==> config.mk <==
export PLATFORM = sky130hd
export DESIGN_NAME = clk_div_n
export DESIGN_NICKNAME = d
export VERILOG_FILES = /design/src/rtl/clk_div_pkg.sv /design/src/rtl/clk_div_half_stage.sv /design/src/rtl/clk_div_n.sv
export SDC_FILE = /design/constraint.sdc
export NUM_CORES = 1
export LEC_CHECK = 0
export CAP_MARGIN = 5
export CORE_ASPECT_RATIO = 2
export CORE_MARGIN = 2
export CORE_UTILIZATION = 60
export DETAILED_ROUTE_END_ITERATION = 8
export GPL_TIMING_DRIVEN = 1
export PLACE_DENSITY = 0.84
export SLEW_MARGIN = 10
export SYNTH_ARGS = -nofsm -noshare
export SYNTH_HDL_FRONTEND = slang
export SYNTH_SLANG_ARGS = --single-unit
==> constraint.sdc <==
create_clock -name clk -period 5.2 [get_ports clk]
set_input_delay 1.04 -clock clk [delete_from_list [all_inputs] [get_ports clk]]
set_output_delay 1.04 -clock clk [all_outputs]
set_load 0.02 [all_outputs]
==> src/rtl/clk_div_pkg.sv <==
// Shared types and defaults for the programmable clock divider.
package clk_div_pkg;

    typedef enum logic [1:0] {
        IDLE   = 2'd0,
        RUN    = 2'd1,
        BYPASS = 2'd2
    } state_t;

    localparam int DIV_W_DEFAULT = 8;
    localparam int DIV_DEFAULT   = 6;

endpackage

==> src/rtl/clk_div_half_stage.sv <==
// Negedge half-cycle stage and output select (odd AND, even pass, N=1 bypass mux).
module clk_div_half_stage
    import clk_div_pkg::*;
(
    input  logic   clk,
    input  logic   reset,
    input  logic   p,
    input  logic   odd_sel,
    input  state_t state,
    output logic   clk_out
);

    logic n;

    // p delayed by half a clk; ANDing with p trims the high phase by 0.5 cycle for odd N.
    always_ff @(negedge clk or negedge reset) begin
        if (!reset) begin
            n <= 1'b0;
        end else begin
            n <= p;
        end
    end

    assign clk_out = (state == BYPASS) ? clk : (odd_sel ? (p & n) : p);

endmodule

==> src/rtl/clk_div_n.sv <==
// Programmable 50 % duty clock divider, f(clk)/N; divisor changes only at period boundaries.
module clk_div_n
    import clk_div_pkg::*;
#(
    parameter int DIV_W       = DIV_W_DEFAULT,
    parameter int DIV_DEFAULT = clk_div_pkg::DIV_DEFAULT
) (
    input  logic             clk,
    input  logic             reset,
    input  logic             en,
    input  logic [DIV_W-1:0] div_in,
    input  logic             div_load,
    output logic             clk_out,
    output logic             tick,
    output logic [DIV_W-1:0] div_active
);

    localparam logic [DIV_W-1:0] DIV_RESET = DIV_W'(DIV_DEFAULT);
    localparam logic [DIV_W-1:0] ONE       = DIV_W'(1);
    localparam logic [DIV_W-1:0] TWO       = DIV_W'(2);

    state_t           state, state_nxt;
    logic [DIV_W-1:0] cnt, cnt_inc, cnt_d;
    logic [DIV_W-1:0] pending, pend_eff, active_d;
    logic [DIV_W:0]   half;
    logic             p, p_d, tick_d, odd_sel;
    logic             pend_run, pend_one, boundary;

    // A load on the boundary edge must steer that very edge, so decisions use the forwarded value.
    assign pend_eff = div_load ? div_in : pending;
    assign pend_run = (pend_eff >= TWO);
    assign pend_one = (pend_eff == ONE);
    assign cnt_inc  = (cnt == div_active - ONE) ? '0 : cnt + ONE;
    assign boundary = (state == RUN) && (cnt_inc == '0);
    // One extra bit so N = 2^DIV_W-1 rounds up without wrapping.
    assign half     = ({1'b0, div_active} + (DIV_W+1)'(1)) >> 1;

    // NOTE: sequential state uses non-blocking assignments so every flop samples pre-edge values.
    always_ff @(posedge clk or negedge reset) begin
        if (!reset) begin
            state <= IDLE;
        end else begin
            state <= state_nxt;
        end
    end

    // NOTE: every always_comb output gets a default first, so no path can infer a latch.
    always_comb begin
        state_nxt = state;
        case (state)
            IDLE: begin
                if (en && pend_run) begin
                    state_nxt = RUN;
                end else if (en && pend_one) begin
                    state_nxt = BYPASS;
                end
            end
            RUN: begin
                if (boundary && (!en || !pend_run)) begin
                    state_nxt = IDLE;
                end
            end
            BYPASS: begin
                if (!en || !pend_one) begin
                    state_nxt = IDLE;
                end
            end
            default: state_nxt = IDLE;
        endcase
    end

    always_comb begin
        cnt_d    = '0;
        p_d      = 1'b0;
        tick_d   = 1'b0;
        active_d = div_active;
        if ((state == RUN) && !boundary) begin
            cnt_d = cnt_inc;
            p_d   = ({1'b0, cnt_inc} < half);
        end else if (state_nxt == RUN) begin
            active_d = pend_eff;
            p_d      = 1'b1;
            tick_d   = 1'b1;
        end else if (state_nxt == BYPASS) begin
            active_d = pend_eff;
            tick_d   = 1'b1;
        end
        if (boundary) begin
            active_d = pend_eff;
        end
    end

    always_ff @(posedge clk or negedge reset) begin
        if (!reset) begin
            cnt        <= '0;
            p          <= 1'b0;
            tick       <= 1'b0;
            pending    <= DIV_RESET;
            div_active <= DIV_RESET;
            odd_sel    <= DIV_RESET[0];
        end else begin
            cnt        <= cnt_d;
            p          <= p_d;
            tick       <= tick_d;
            pending    <= pend_eff;
            div_active <= active_d;
            odd_sel    <= active_d[0];
        end
    end

    clk_div_half_stage u_half_stage (
        .clk     (clk),
        .reset   (reset),
        .p       (p),
        .odd_sel (odd_sel),
        .state   (state),
        .clk_out (clk_out)
    );

endmodule

* Yosys cells after proc, flatten, opt, wreduce, memory -nomap -nowiden *
Cells that the tools add are included.

operators by class
  add/subtract/negate cells = 3
  multiply operators = 0
  divide/modulo/power cells = 0
  $lt $le $gt $ge = 2
  eq/ne operators = 7
  shift operators = 0
  mux-type cells = 19
  bitwise gates (word level) = 1
  reductions and logical operators = 15

operators by type and width
  cell                                                  count
  two-way mux 8 bit                                     7
  adder 8 x 1 -> 9 bit (second input constant)          1
  adder 8 x 1 -> 8 bit (second input constant)          1
  == test 8 x 1 -> 1 bit (second input constant)        1
  == test 8 bit                                         1
  >= comparator 8 x 2 -> 1 bit (second input constant)  1
  zero test 8 bit                                       1
  < comparator 8 bit                                    1
  two-way mux 2 bit                                     4
  subtractor 8 x 1 -> 8 bit (second input constant)     1
  two-way mux 1 bit                                     7
  one-hot mux 2 bit (3 select lines)                    1
  logical AND 1 bit                                     5
  == test 2 x 1 -> 1 bit (second input constant)        2
  == test 2 bit (second input constant)                 2
  zero test 1 bit                                       4
  nonzero test 3 bit                                    1
  zero test 2 bit                                       1
  logical OR 1 bit                                      2
  != test 2 bit (second input constant)                 1
  AND reduction 2 bit                                   1
  bitwise AND 1 bit                                     1

storage, ports and cells
  register bits after elaboration = 29
  latch bits = 0
  memory bits (writable) = 0
  memory bits (read-only) = 0
  input bits = 12
  output and inout port bits = 10
  word-level logic and storage cells = 55
  memories kept = 0

* Logic depth before layout (Yosys ltp) *
Gate-level depths: netlist of run 1.

  word-level depth = 13
  depth in mapped cells = 16
  depth with buffers taken out = 14

* By module *
From an unflattened synthesis of run 1, not the netlist that was laid out.

unflattened totals
  cell total of the unflattened synthesis = 190
  area total of the unflattened synthesis = 1880.6 um2

modules (own cells, without submodules)
  module              instances  cells each  area an instance (um2)  seq. area each (um2)
  clk_div_n           1          185         1823.0                  705.7
  clk_div_half_stage  1          5           57.6                    25.0

==> results of run 1 <==
## cell type report
| cell class | count | area, µm² |
|---|---|---|
| clock buffers | 11 | 146 |
| repair buffers | 22 | 215 |
| clock inverters | 1 | 5.00 |
| multi-input cells | 135 | 1100 |
| well taps | 31 | 38.8 |
| inverters | 9 | 33.8 |
| flip-flops and latches | 29 | 731 |
| fillers | 203 | 855 |
## placed cells by master, fill, tap and decap left out, types with 2 or more instances in the layout
cell,Yosys,routed
mux2_2,8,8
nor2_1,15,15
nand4_1,5,5
nor3_1,6,6
xor2_1,11,11
nor4_1,6,6
mux2_4,8,8
a21o_1,2,2
and2_1,2,2
clkbuf_8,0,10
and3_1,2,2
inv_1,9,9
buf_4,2,2
a211o_1,2,2
nand2_1,5,5
nor2b_1,2,2
ha_1,12,12
nand2b_1,2,2
xnor2_1,10,10
dfstp_2,4,4
a31oi_1,4,4
o31a_1,2,2
nand3b_1,2,2
dfrtp_1,24,24
nand3_1,7,7
clkdlybuf4s50_1,0,20
o21ai_0,2,2
## state kept, by name, summed over array words and instances (netlist names)
signal	cells
cnt	8
div_active	8
pending	8
state	2
p	1
tick	1
u_half_stage.n	1
## critical path, cell delays in order (launching register included)
cell,delay (ns)
dfrtn_1,0.38
o221ai_1,0.11
nand2_1,0.08
dlygate4sd2_1,0.33
## metrics by stage
stage	worst slack [ns]	hold slack [ns]
after floorplan	0.917	0.485
after global placement	0.434	0.496
after detailed placement	0.415	0.512
after CTS	0.255	0.525
after global routing	0.207	0.536
final	0.250	0.524
## repair_timing
action | in CTS | in global routing
resized for setup | 1 | 0
hold buffers | 0 | 0
setup endpoints to repair | 2 | 0
endpoints found under the hold margin | 0 | 0
## routing by layer
metal	vias up	global-route usage [%]	share of wire, %
met5	-	0	0
met4	0	20.1	6.3
met3	30	9.03	5.0
met2	64	53.3	57
met1	784	30.3	32
li1	703	-	-
## cell families after synthesis
group           after synthesis  share of synthesized area [%]
xor+xnor                     21                           9.50
simple gates                 61                           18.3
fa+ha+maj                    12                           7.75
flops                        29                           37.7
buf+inv                      22                           5.68
mux                          17                           11.4
compound gates               24                           9.56
## power breakdown
part / internal (mW) / switching (mW) / total [mW] / leakage, nW
combinational: 0.361 / 0.368 / 0.729 / 0.555
sequential: 0.295 / 0.135 / 0.430 / 0.344
clock: 0.170 / 0.104 / 0.275 / 0.0802
total: 0.826 / 0.607 / 1.43 / 0.979
## worst max path at each step
stage                               from  endpoint  slack [ns]  cells past startpoint
after floorplan           u_half_stage.n   clk_out        0.92                      2
after global placement    u_half_stage.n   clk_out        0.43                      3
after detailed placement  u_half_stage.n   clk_out        0.42                      3
after CTS                 u_half_stage.n   clk_out        0.25                      3
after global routing      u_half_stage.n   clk_out        0.21                      3
final                     u_half_stage.n   clk_out        0.25                      3
==> summary.md, run 1 <==
| Metric | Value |
|---|---|
| Postcts setup bufs | 0 |
| PwrDens | 633 mW/mm² |
| Total die area | 0.00373 mm² |
| Synth area leaders | dfrtp_1 31%, ha_1 7.8%, mux2_4 6.2%, dfstp_2 5.4%, xor2_1 5.0% |
| Hold depth | 1 |
| Crit start category | register |
| Worst EP arrival | 3.91 ns |
| Vias in the first global route | 1751 |
| First-pass GRT wire length | 8260 µm |
| Status | complete, no violations |
| Worst-Margin Slew | 0.758 ns |
| Cells on worst reg2reg path | 14 |
| Hold Startpoint | pending[4] |
| Drt via density | 6.64 |
| Worst r2r dst | div_active[4] |
| Placer Congestion | 0.853 |
| Register area share after synthesis | 37.7% |
| Hold path endpoint | pending[4] |
| Peak VDD IR | 0.419 mV |
| Clock transition at the registers of the reported paths | 0.06 ns |
| Mean Syn Cell Area | 10.4 µm² |
| Gr usage total | 31.0% |
| Yosys top cell area share | 31.0% |
| Worst R2R Setup Slack | 1.26 ns |
| RR Startpoint | div_active[0] |
| Prevailing post-synth register cell | dfrtp_1 |
| Synthesis warning total | 0 |
| Fin area | 0.00227 mm² |
| First-pass DRT Iterations | 4 |
| Core Area | 0.00312 mm² |
| RSZ-0062 raised after global routing | false |
| Placed Area | 0.00212 mm² |
| DR WL/cell | 20.8 µm |
| Final hold vios | 0 |
| Fin cells | 238 |
| Share of cells above drive strength 1 | 19.3% |
| Final Power | 1.43 mW |
| IO Pins | 22 |
| Largest net degree at the start of global routing | 29 |
| Post-Synthesis Cell Area | 0.00194 mm² |
| Most numerous cell in the Yosys netlist | dfrtp_1 |
| Yosys top cell by area | dfrtp_1 |
| Commonest cells post-synth | 24 x dfrtp_1, 15 x nor2_1, 12 x ha_1 |
| TNS Setup | 0 ns |
| # Max-Cap Violations | 0 |
| Fin nets | 230 |
| Post-DRT Antenna Nets | 0 |
| Antenna violations before repair | 0 |
| WS Path Type | register to output pin |
| Pins Over Slew Limit | 0 |
| Placed Instances | 227 |
| Fin Clk Skew | 0.0182 ns |
| Final Util | 72.6% |
| Initial detailed-routing violation count | 54 |
| Required @ worst endpoint | 4.16 ns |
| Hold Crit Class | register to register |
| Grt total ovfl | 0 |
| Slew HR | 49.3% |
| Final Setup Violations | 0 |
| Post-synth EDFFs | 0 |
| P&R area growth vs syn | 17.0% |
| Die X | 44.2 µm |
| Std-Cell Rows | 29 |
| Post-Syn Instances | 186 |
| DRC | 0 |
| Post-Route WL | 4940 µm |
| Port Buf Inserts | 21 |
| CTS tree | built |
| Leak | 0.979 nW |
| Vias | 1581 |
| Detail Placement HPWL | 3600 µm |
| Seq cells post-synth | 29 |
| Initial Util | 62.1% |
| Count of cell types in the netlist | 49 |
| Net Count, Synth | 210 |
| Ys async rst share | 100% |
| # diodes | 0 |
| Peak fanout along the critical path | 1 |
| Die H | 84.4 µm |
| Clock Latency Late Sink | 0.41 ns |
| Critical Path End Type | output pin |
Note: power is estimated with default switching activity, not from simulation.
==> run 2, diff against run 1 <==
--- a/config.mk
+++ b/config.mk
@@ -12,6 +12,7 @@
 export DETAILED_ROUTE_END_ITERATION = 8
 export GPL_TIMING_DRIVEN = 1
 export PLACE_DENSITY = 0.84
+export SKIP_CTS_REPAIR_TIMING = 1
 export SLEW_MARGIN = 10
 export SYNTH_ARGS = -nofsm -noshare
 export SYNTH_HDL_FRONTEND = slang
==> summary.md, run 2 (synthesized netlist as in run 1, its figures left out) <==
| Metric | Value |
|---|---|
| Status | complete, no violations |
| Commonest non-fill, non-tap cell in the layout | dfrtp_1 |
| Std-Cell Rows | 29 |
| Initial detailed-routing violation count | 61 |
| Core Area | 0.00312 mm² |
| Clock transition at the registers of the reported paths | 0.06 ns |
| First-pass GRT wire length | 8260 µm |
| Antenna violations before repair | 0 |
| Pins Over Slew Limit | 0 |
| # Max-Cap Violations | 0 |
| Fin nets | 230 |
| Critical Path End Type | output pin |
| Drt via density | 6.66 |
| TNS Setup | 0 ns |
| Required @ worst endpoint | 4.16 ns |
| CP delay by family, top | flip-flops |
| Fin area | 0.00228 mm² |
| Gr usage total | 31.0% |
| DRC | 0 |
| Placer Congestion | 0.853 |
| Vias | 1584 |
| CTS tree | built |
| Post-DRT Antenna Nets | 0 |
| Worst EP arrival | 3.80 ns |
| Storage cell area | 731 µm² |
| CP max-delay cell | dfrtn_1 |
| GRT met3 Usage | 9.03% |
| Initial Util | 62.1% |
| Biggest regs | cnt: 8 flops, div_active: 8 flops, pending: 8 flops |
| Crit start category | register |
| PwrDens | 631 mW/mm² |
| Largest net degree at the start of global routing | 29 |
| Global-route met1 utilization | 30.3% |
| Fin Clk Skew | 0.0195 ns |
| Slowest Stage Delay on Critical Path | 0.40 ns |
| Grt total ovfl | 0 |
| Die H | 84.4 µm |
| Final hold vios | 0 |
| Clock Latency Late Sink | 0.41 ns |
| Total die area | 0.00373 mm² |
| Placed Instances | 227 |
| Die X | 44.2 µm |
| Commonest non-fill, non-tap cells in the layout | 24 x dfrtp_1, 20 x clkdlybuf4s50_1, 15 x nor2_1, 12 x ha_1, 11 x xor2_1 |
| Peak fanout along the critical path | 1 |
| Peak VDD IR | 0.421 mV |
| RSZ-0062 raised after global routing | false |
| Post-Route WL | 4980 µm |
| Worst-Margin Slew | 0.754 ns |
| DR WL/cell | 20.9 µm |
| Share of cells above drive strength 1 | 19.8% |
| # diodes | 0 |
| Port Buf Inserts | 21 |
| Worst R2R Setup Slack | 1.25 ns |
| IO Pins | 22 |
| Final Setup Violations | 0 |
| Area of the multi-input gates | 0.00110 mm² |
| GR peak layer | met2 |
| WP buf/inv | 1 |
| Placed Area | 0.00212 mm² |
| Slew HR | 49.6% |
| Fillers | 200 |
| Leak | 0.982 nW |
| WS Path Type | register to output pin |
| Crit-path cells | o221ai_2 -> nand2_1 -> dlymetal6s2s_1 |
| GR Layer Usage met2 | 53.3% |
| Final Power | 1.44 mW |
| First-pass DRT Iterations | 4 |
| P&R area growth vs syn | 17.5% |
| Vias in the first global route | 1751 |
| Fin cells | 238 |
| Detail Placement HPWL | 3600 µm |
| Hold Crit Class | register to register |
## run 2: metal layers
layer	routed length, µm	share of wire [%]	up-vias
li1	-	-	703
met5	0	0	-
met1	1570	31	790
met4	252	5.1	0
met3	255	5.1	25
met2	2910	58	66
## run 2: area by class of cell
| type | count | area share (%) |
|---|---|---|
| Inverter | 9 | 1.48 |
| Sequential cell | 29 | 32.1 |
| Clock inverter | 1 | 0.220 |
| Tap cell | 31 | 1.70 |
| Timing Repair Buffer | 22 | 9.46 |
| Multi-Input combinational cell | 135 | 48.4 |
| Clock buffer | 11 | 6.60 |
## run 2: worst paths after layout
path	start	depth (start not counted)	to
min in group asynchronous	reset	2	state[0]
hold / removal	pending[4]	1	pending[4]
setup / recovery	u_half_stage.n	3	clk_out
max in group asynchronous	reset	1	u_half_stage.n
setup reg to reg	div_active[0]	14	div_active[4]
hold reg to reg	pending[4]	1	pending[4]
## run 2: where the power goes
group	total [mW]	internal, mW	leakage (nW)	switching (mW)
sequential	0.432	0.295	0.344	0.137
combinational	0.730	0.361	0.555	0.369
clock	0.273	0.171	0.0829	0.102
## run 2: through the flow
stage / worst slack (ns) / hold WS [ns] / util, %
floorplan: 0.917 / 0.485 / -
global placement: 0.434 / 0.496 / 68.1
detailed placement: 0.415 / 0.512 / 68.1
CTS: -0.0313 / 0.525 / 72.7
global route: 0.324 / 0.536 / 72.9
finish: 0.361 / 0.524 / 72.9
